--- src/rtl/key_debounce_bank.sv ---
// key_debounce_bank
// Conditions N raw push-button / switch pins for the table-tennis board.
// Each pin is synchronised, normalised so that 1 means "pressed", and
// sampled on a shared scan tick. A new level is accepted only after it has
// been seen on STABLE_CNT consecutive scan samples. Each accepted change
// produces a one-clk press or release pulse.
//
// Optional feature macro: KEY_REPEAT_EN
//   defined   -> per-key hold counters generate auto-repeat pulses
//   undefined -> no hold counters; key_repeat is tied to 0
//
// Ports
//   clk          system clock, all logic on posedge
//   rst_n        asynchronous active-low reset
//   keys_in      raw asynchronous key pins (N_KEYS)
//   scan_tick    one-clk pulse at every scan sample instant
//   key_state    debounced level per key, 1 = pressed
//   key_press    one-clk pulse when key_state goes 0->1
//   key_release  one-clk pulse when key_state goes 1->0
//   key_repeat   one-clk auto-repeat pulse while a key is held

module key_debounce_bank #(
    parameter int N_KEYS     = 4,
    parameter int SCAN_DIV   = 1_000_000,
    parameter int STABLE_CNT = 2,
    parameter int ACTIVE_LOW = 0,
    parameter int REPEAT_DLY = 25,
    parameter int REPEAT_PER = 5
) (
    input  logic              clk,
    input  logic              rst_n,
    input  logic [N_KEYS-1:0] keys_in,
    output logic              scan_tick,
    output logic [N_KEYS-1:0] key_state,
    output logic [N_KEYS-1:0] key_press,
    output logic [N_KEYS-1:0] key_release,
    output logic [N_KEYS-1:0] key_repeat
);

    localparam int PW = $clog2(SCAN_DIV);
    localparam int CW = $clog2(STABLE_CNT + 1);

    localparam logic [PW-1:0]     PRE_LAST = PW'(SCAN_DIV - 1);
    localparam logic [CW-1:0]     CNT_LAST = CW'(STABLE_CNT - 1);
    // Pin level of a released key; used both as the synchroniser reset value
    // and as the XOR mask that turns an active-low pin into "1 = pressed".
    localparam logic [N_KEYS-1:0] RELEASED_PIN = {N_KEYS{ACTIVE_LOW != 0}};

    // Catch illegal configurations at elaboration time.
    if (SCAN_DIV < 2 || STABLE_CNT < 1 || REPEAT_DLY < 1 || REPEAT_PER < 1) begin : g_bad_params
        $error("key_debounce_bank: illegal parameter combination");
    end

    logic [N_KEYS-1:0] sync_meta;
    logic [N_KEYS-1:0] sync_out;
    logic [N_KEYS-1:0] sample;
    logic [PW-1:0]     prescale;

    logic [CW-1:0]     agree_cnt [N_KEYS];
    logic [CW-1:0]     agree_nxt [N_KEYS];
    logic [N_KEYS-1:0] state_nxt;
    logic [N_KEYS-1:0] press_nxt;
    logic [N_KEYS-1:0] release_nxt;

    // Two-flop synchroniser; resets to the released pin level so that the
    // first samples after reset never look like a press.
    always_ff @(posedge clk or negedge rst_n) begin
        if (!rst_n) begin
            sync_meta <= RELEASED_PIN;
            sync_out  <= RELEASED_PIN;
        end else begin
            sync_meta <= keys_in;
            sync_out  <= sync_meta;
        end
    end

    assign sample = sync_out ^ RELEASED_PIN;

    // Scan prescaler; scan_tick is registered so it rises the cycle after
    // the count reaches its last value.
    always_ff @(posedge clk or negedge rst_n) begin
        if (!rst_n) begin
            prescale  <= '0;
            scan_tick <= 1'b0;
        end else begin
            scan_tick <= (prescale == PRE_LAST);
            if (prescale == PRE_LAST) begin
                prescale <= '0;
            end else begin
                prescale <= prescale + PW'(1);
            end
        end
    end

    // Agreement debouncer: a sample differing from the accepted level bumps
    // the counter; the STABLE_CNT-th consecutive differing sample accepts it.
    // Any agreeing sample in between throws the partial count away.
    always_comb begin
        state_nxt   = key_state;
        press_nxt   = '0;
        release_nxt = '0;
        for (int i = 0; i < N_KEYS; i++) begin
            agree_nxt[i] = agree_cnt[i];
        end
        if (scan_tick) begin
            for (int i = 0; i < N_KEYS; i++) begin
                if (sample[i] == key_state[i]) begin
                    agree_nxt[i] = '0;
                end else if (agree_cnt[i] == CNT_LAST) begin
                    agree_nxt[i]   = '0;
                    state_nxt[i]   = sample[i];
                    press_nxt[i]   = sample[i];
                    release_nxt[i] = ~sample[i];
                end else begin
                    agree_nxt[i] = agree_cnt[i] + CW'(1);
                end
            end
        end
    end

    // Debounce state; pulse outputs are recomputed every cycle so they can
    // only ever be one clk wide.
    always_ff @(posedge clk or negedge rst_n) begin
        if (!rst_n) begin
            key_state   <= '0;
            key_press   <= '0;
            key_release <= '0;
            for (int i = 0; i < N_KEYS; i++) begin
                agree_cnt[i] <= '0;
            end
        end else begin
            key_state   <= state_nxt;
            key_press   <= press_nxt;
            key_release <= release_nxt;
            for (int i = 0; i < N_KEYS; i++) begin
                agree_cnt[i] <= agree_nxt[i];
            end
        end
    end

`ifdef KEY_REPEAT_EN
    localparam int REP_MAX = (REPEAT_DLY > REPEAT_PER) ? REPEAT_DLY : REPEAT_PER;
    localparam int RW      = $clog2(REP_MAX + 1);

    localparam logic [RW-1:0] DLY_LAST = RW'(REPEAT_DLY);
    localparam logic [RW-1:0] PER_LAST = RW'(REPEAT_PER);

    logic [RW-1:0]     hold_cnt [N_KEYS];
    logic [RW-1:0]     hold_nxt [N_KEYS];
    logic [RW-1:0]     hold_inc;
    logic [N_KEYS-1:0] rep_phase;
    logic [N_KEYS-1:0] phase_nxt;
    logic [N_KEYS-1:0] repeat_nxt;

    // Hold counter: counts ticks while the key stays pressed. rep_phase
    // selects the limit: the initial delay before the first repeat, then the
    // shorter repeat period. The press tick itself is not counted because
    // key_state is still 0 while that tick is processed.
    always_comb begin
        phase_nxt  = rep_phase;
        repeat_nxt = '0;
        hold_inc   = '0;
        for (int i = 0; i < N_KEYS; i++) begin
            hold_nxt[i] = hold_cnt[i];
        end
        if (scan_tick) begin
            for (int i = 0; i < N_KEYS; i++) begin
                if (!key_state[i] || release_nxt[i]) begin
                    hold_nxt[i]  = '0;
                    phase_nxt[i] = 1'b0;
                end else begin
                    hold_inc = hold_cnt[i] + RW'(1);
                    if ((!rep_phase[i] && hold_inc == DLY_LAST) ||
                        (rep_phase[i] && hold_inc == PER_LAST)) begin
                        repeat_nxt[i] = 1'b1;
                        hold_nxt[i]   = '0;
                        phase_nxt[i]  = 1'b1;
                    end else begin
                        hold_nxt[i] = hold_inc;
                    end
                end
            end
        end
    end

    // Hold counter registers and the aligned repeat pulse.
    always_ff @(posedge clk or negedge rst_n) begin
        if (!rst_n) begin
            rep_phase  <= '0;
            key_repeat <= '0;
            for (int i = 0; i < N_KEYS; i++) begin
                hold_cnt[i] <= '0;
            end
        end else begin
            rep_phase  <= phase_nxt;
            key_repeat <= repeat_nxt;
            for (int i = 0; i < N_KEYS; i++) begin
                hold_cnt[i] <= hold_nxt[i];
            end
        end
    end
`else
    assign key_repeat = '0;
`endif

endmodule

--- config.mk ---
export PLATFORM = sky130hd
export DESIGN_NAME = key_debounce_bank
export DESIGN_NICKNAME = d
export VERILOG_FILES = /design/src/rtl/key_debounce_bank.sv
export SDC_FILE = /design/constraint.sdc
export NUM_CORES = 1
export LEC_CHECK = 0
export ABC_AREA = 0
export BUFFER_PORTS_ARGS = -buffer_cell sky130_fd_sc_hd__buf_2
export CAP_MARGIN = 15
export CORE_AREA = 8 8 73 75
export DETAILED_ROUTE_END_ITERATION = 6
export DIE_AREA = 0 0 81 83
export PLACE_DENSITY = 0.83
export SLEW_MARGIN = 20
export SYNTH_ARGS = -nofsm -noshare
export SYNTH_HDL_FRONTEND = slang
export SYNTH_SLANG_ARGS = --single-unit
--- constraint.sdc ---
create_clock -name clk -period 1.4 [get_ports clk]
set_input_delay 0 -clock clk [delete_from_list [all_inputs] [get_ports clk]]
set_output_delay 0 -clock clk [all_outputs]
set_load 0.03 [all_outputs]
* Word-level counts from Yosys, hierarchy flattened
Cells that the tools add are included.
** Storage, ports and cells
- Register bits :: 49
- Input bits :: 6
- Output and inout port bits :: 17
- Logic and storage cells :: 67
** Cells by class
- Add/sub/neg operators :: 5
- Equality and inequality tests :: 9
- Mux-type cells :: 27
- Bitwise operators :: 8
- Reduce and logical (&&, ||, !) cells :: 4
** Operators with widths (number)
- 20-bit by 1-bit adder with 20-bit output (second input constant) :: 1
- 20-bit equality test (second input constant) :: 1
- 20-bit 2-to-1 mux :: 1
- 1-bit 2-to-1 mux :: 16
- 2-bit 2-to-1 mux :: 8
- 3-bit AND reduction :: 4
- 2-bit by 1-bit adder with 2-bit output (second input constant) :: 4
- 2-bit by 1-bit equality test with 1-bit output (second input constant) :: 4
- 4-bit 2-to-1 mux :: 2
- 1-bit inverter :: 8
- 1-bit equality test :: 4

* Longest topological paths before layout
- Depth after elaboration :: 4
- Mapped depth :: 6

* Least setup slack after synthesis
No wires, ideal clock.
- Kind :: register to register
- Start point :: register prescale[0]
- End point :: register prescale[14]
- Setup time :: 132 ps
- Data arrival time :: 1411 ps
- Required time :: 1268 ps
- Path slack :: -143 ps
- Stages on the path, launching flop included :: 7
- Clock period less this slack :: 1543 ps
- Path through :: dfrtp_1 > ha_1 > and3_1 > clkbuf_2 > nand3_1 > nor3_4 > nor2_1
** Between the ends
- Longest elaborated chain between the ends :: 2
** RTL lines
- from (decl) :: RTL line 57 : logic [PW-1:0] prescale;
- from (signal assigned) :: RTL line 90 : prescale <= prescale + PW'(1);
- 20-bit by 1-bit adder with 20-bit output / 20-bit equality test (equally long branches) :: RTL line 90, 87
- 20-bit 2-to-1 mux (*) :: RTL line 87 : if (prescale == PRE_LAST) begin
Every way passes the cells marked *; elsewhere a longest branch is shown, timed or not.
A chain may end at the register's enable or synchronous reset.

* Worst setup path in the final report
- Start point :: register prescale[7]
- End point :: register prescale[17]
The elaborated chain is that of the path after synthesis.

==> results.sh <==
export IMPL_viasPerCell=5.16
export IMPL_antenna_found_initial=0
export IMPL_diodes=0
export IMPL_grt_pass1_vias=1499
export IMPL_multi_input_area_sq_um=873
export IMPL_required_ns=1.58
export IMPL_maxClockFrequency_ghz=0.695
export IMPL_clkTransAtPathRegs_ns=0.09
export IMPL_yosysUniqueCellTypes=35
export IMPL_core_area_sq_um=4200
export IMPL_ant_nets=0
export IMPL_cp_max_fo=6
export IMPL_worst_ep_arrival_time_ns=1.62
export IMPL_yosys_warnings=0
export IMPL_fp_dieW_microns=81
export IMPL_drv_slew=0
export IMPL_tritoncts="done"
export IMPL_end_kind="flip-flop"
export IMPL_gp_congestion=0.926
export IMPL_io_buffers=18
export IMPL_n_fill_cell=315
export IMPL_ys_flop_type="dfrtp_1"
export IMPL_vdd_ir_drop_max_mv=0.463
export IMPL_clockRootBuffer="clkbuf_8"
export IMPL_dp_cells=260
export IMPL_ys_ff_latch=49
export IMPL_synthToLayoutAreaGrowth_pct=31.3
export IMPL_violations="setup timing"
export IMPL_syn_area_sq_um=2060
export IMPL_crit_chain="nor4b_2, nand3b_1, nor3_4, buf_6, a21oi_1"
export IMPL_cpPeakStageDelay_ns=0.43
export IMPL_hold_viol=0
export IMPL_tightest_slew_ns=0.591
export IMPL_drive_gt1_share_pct=37.8
export IMPL_cts_sinks=49
export IMPL_die_area_sq_um=6720
export IMPL_status="finished with violations"
export IMPL_leakagePower_nw=1.28
export IMPL_track_usage_pct=13.3
export IMPL_path_buf_inv=1
export IMPL_final_cell_mix="dfrtp_1, buf_4, buf_2"
export IMPL_crit_type="reg -> reg"
export IMPL_post_layout_nonfiller_instances=282
export IMPL_grt_overflow_total=0
export IMPL_synth_edff_count=0
export IMPL_drtIter0Drc=66
export IMPL_cts_path_max_buffers=2
export IMPL_rsz0062_at_grt="true"
export IMPL_die_y_microns=83
export IMPL_grt_max_degree=50
export IMPL_fin_worst_skew_ns=0.00649
export IMPL_postSynth_asyncResetShare_pct=100
export IMPL_period_minus_slack_ns=1.44
export IMPL_r2r_slack_ns=-0.04
export IMPL_fin_tns_setup_ns=-0.241
export IMPL_cts_buffers=5
export IMPL_drt_total_wl_microns=4320
export IMPL_start_util_pct=49.0
export IMPL_cp_start_kind="flip-flop"
export IMPL_cap_viol_max_count=0
export IMPL_avgSynthCellArea_sq_um=12.3
export IMPL_layout_setup_ws_ns=-0.0378
export IMPL_drc=0
export IMPL_fin_nets=236
export IMPL_dp_hpwl_microns=2700
export IMPL_io_pins=23
export IMPL_crit_family="simple AND/OR/NAND/NOR gates"
export IMPL_wl_per_cell_microns=15.3
export IMPL_h_tree_depth=2
export IMPL_yosysSeqAreaShare_pct=59.5
export IMPL_synth_cells=168
export IMPL_rows=24
export IMPL_final_setup_viol_count=10
export IMPL_worstSkewPairLatency_ns=0.30
export IMPL_slowest_stage="dfrtp_1"
export IMPL_grt_pass1_wl_microns=7010
export IMPL_hold_path_class="in -> async"
export IMPL_vias=1455
export IMPL_p_per_area_nw_per_um2=934
export IMPL_fin_crit_sh_pct=103
export IMPL_seq_area_sq_um=1230
export IMPL_mostFrequentLayoutCell="dfrtp_1"
export IMPL_slew_limit_headroom_pct=60.6
export IMPL_dr_pass1_iters=4
## cell families after synthesis
| logic type | share of synthesized area, % |
|---|---|
| buffers and inverters | 2.67 |
| adders and majority gates | 0.607 |
| xor gates and xnor gates | 7.65 |
| muxes | 2.18 |
| and+or+nand+nor | 22.9 |
| DFF | 59.5 |
| other | 0.182 |
| AOI/OAI and AO/OA | 4.37 |
## stage by stage
stage                     power [W]  instance area (sq um)  utilization [%]  setup WS [ns]  hold slack (ns)
after global routing        0.00263                   2710             64.4         -0.107            0.322
after detailed placement    0.00152                   2390             56.8         -0.155            0.110
after global placement      0.00152                   2390             56.8         -0.125            0.109
final                       0.00253                   2710             64.4        -0.0378            0.328
after CTS                   0.00254                   2630             62.6       -0.00113            0.334
after floorplan             0.00149                   2090                -        -0.0522           -0.296
## worst register-to-register path: stages, from the launching register on
cell and delay [ns]:
dfrtp_1 0.43, nor4b_2 0.33, nand3b_1 0.16, nor3_4 0.19
buf_6 0.15, a21oi_1 0.05
## cell usage after synthesis (2+ instances only)
cell type	count	share of area (%)
a21oi_1	3	0.73
o21ai_0	9	2.2
and4_1	3	1.3
nor4b_1	3	1.3
nand3_1	5	1.2
and4_4	2	1.1
nand4_1	5	1.5
nor3b_1	10	3.6
xnor2_1	10	4.2
dfrtp_1	49	59
nand3b_1	5	1.8
nor2_1	10	1.8
nand2_1	6	1.1
buf_4	4	1.5
and3_1	4	1.2
and2_1	4	1.2
mux2_2	4	2.2
nand2b_1	8	2.4
xor2_1	8	3.4
## layer usage
layer  share of wire, %  global-route usage [%]  up-vias
met5                  0                       0        -
met4                1.8                    5.37        0
met3                4.9                    4.09        6
met2                 52                    21.5       31
met1                 41                    15.7      717
li1                   -                       -      701
## layout make-up
type                       instances  area share (%)
sequential                        49            45.4
multi-input combinational        114            32.3
timing repair buffer              59            15.6
clock buffer                       7            3.19
tap                               52            2.40
clock inverter                     1            1.11
## power by group
| part | leakage, nW | switching [W] | internal (W) |
|---|---|---|---|
| clock network | 0.0585 | 0.000446 | 0.000582 |
| logic | 0.574 | 0.0000459 | 0.0000210 |
| registers | 0.647 | 0.00000782 | 0.00143 |
## state kept, by name, summed over array words and instances, names as in the netlist
name	flops
sync_meta	4
scan_tick	1
key_state	4
key_release	4
sample	4
prescale	20
key_press	4
agree_cnt	8
## repair_timing
action                     in CTS  in global routing
pin swaps                      10                  4
hold endpoints to repair       53                  0
setup buffers                   7                  2
resized for setup               8                 14
setup endpoints to repair      10                 13
hold buffers                    5                  0
## path summary, 6_finish.rpt
path	startpoint	to	depth (start not counted)
worst max-delay path	prescale[7]	prescale[17]	5
worst min-delay path	rst_n	key_release[1]	3
worst max register to register	prescale[7]	prescale[17]	5
worst min register to register	sync_meta[0]	sample[0]	0
max in group asynchronous	rst_n	prescale[6]	3
min in group clk	keys_in[2]	sync_meta[2]	2
Power figures use the tool's default switching activity.
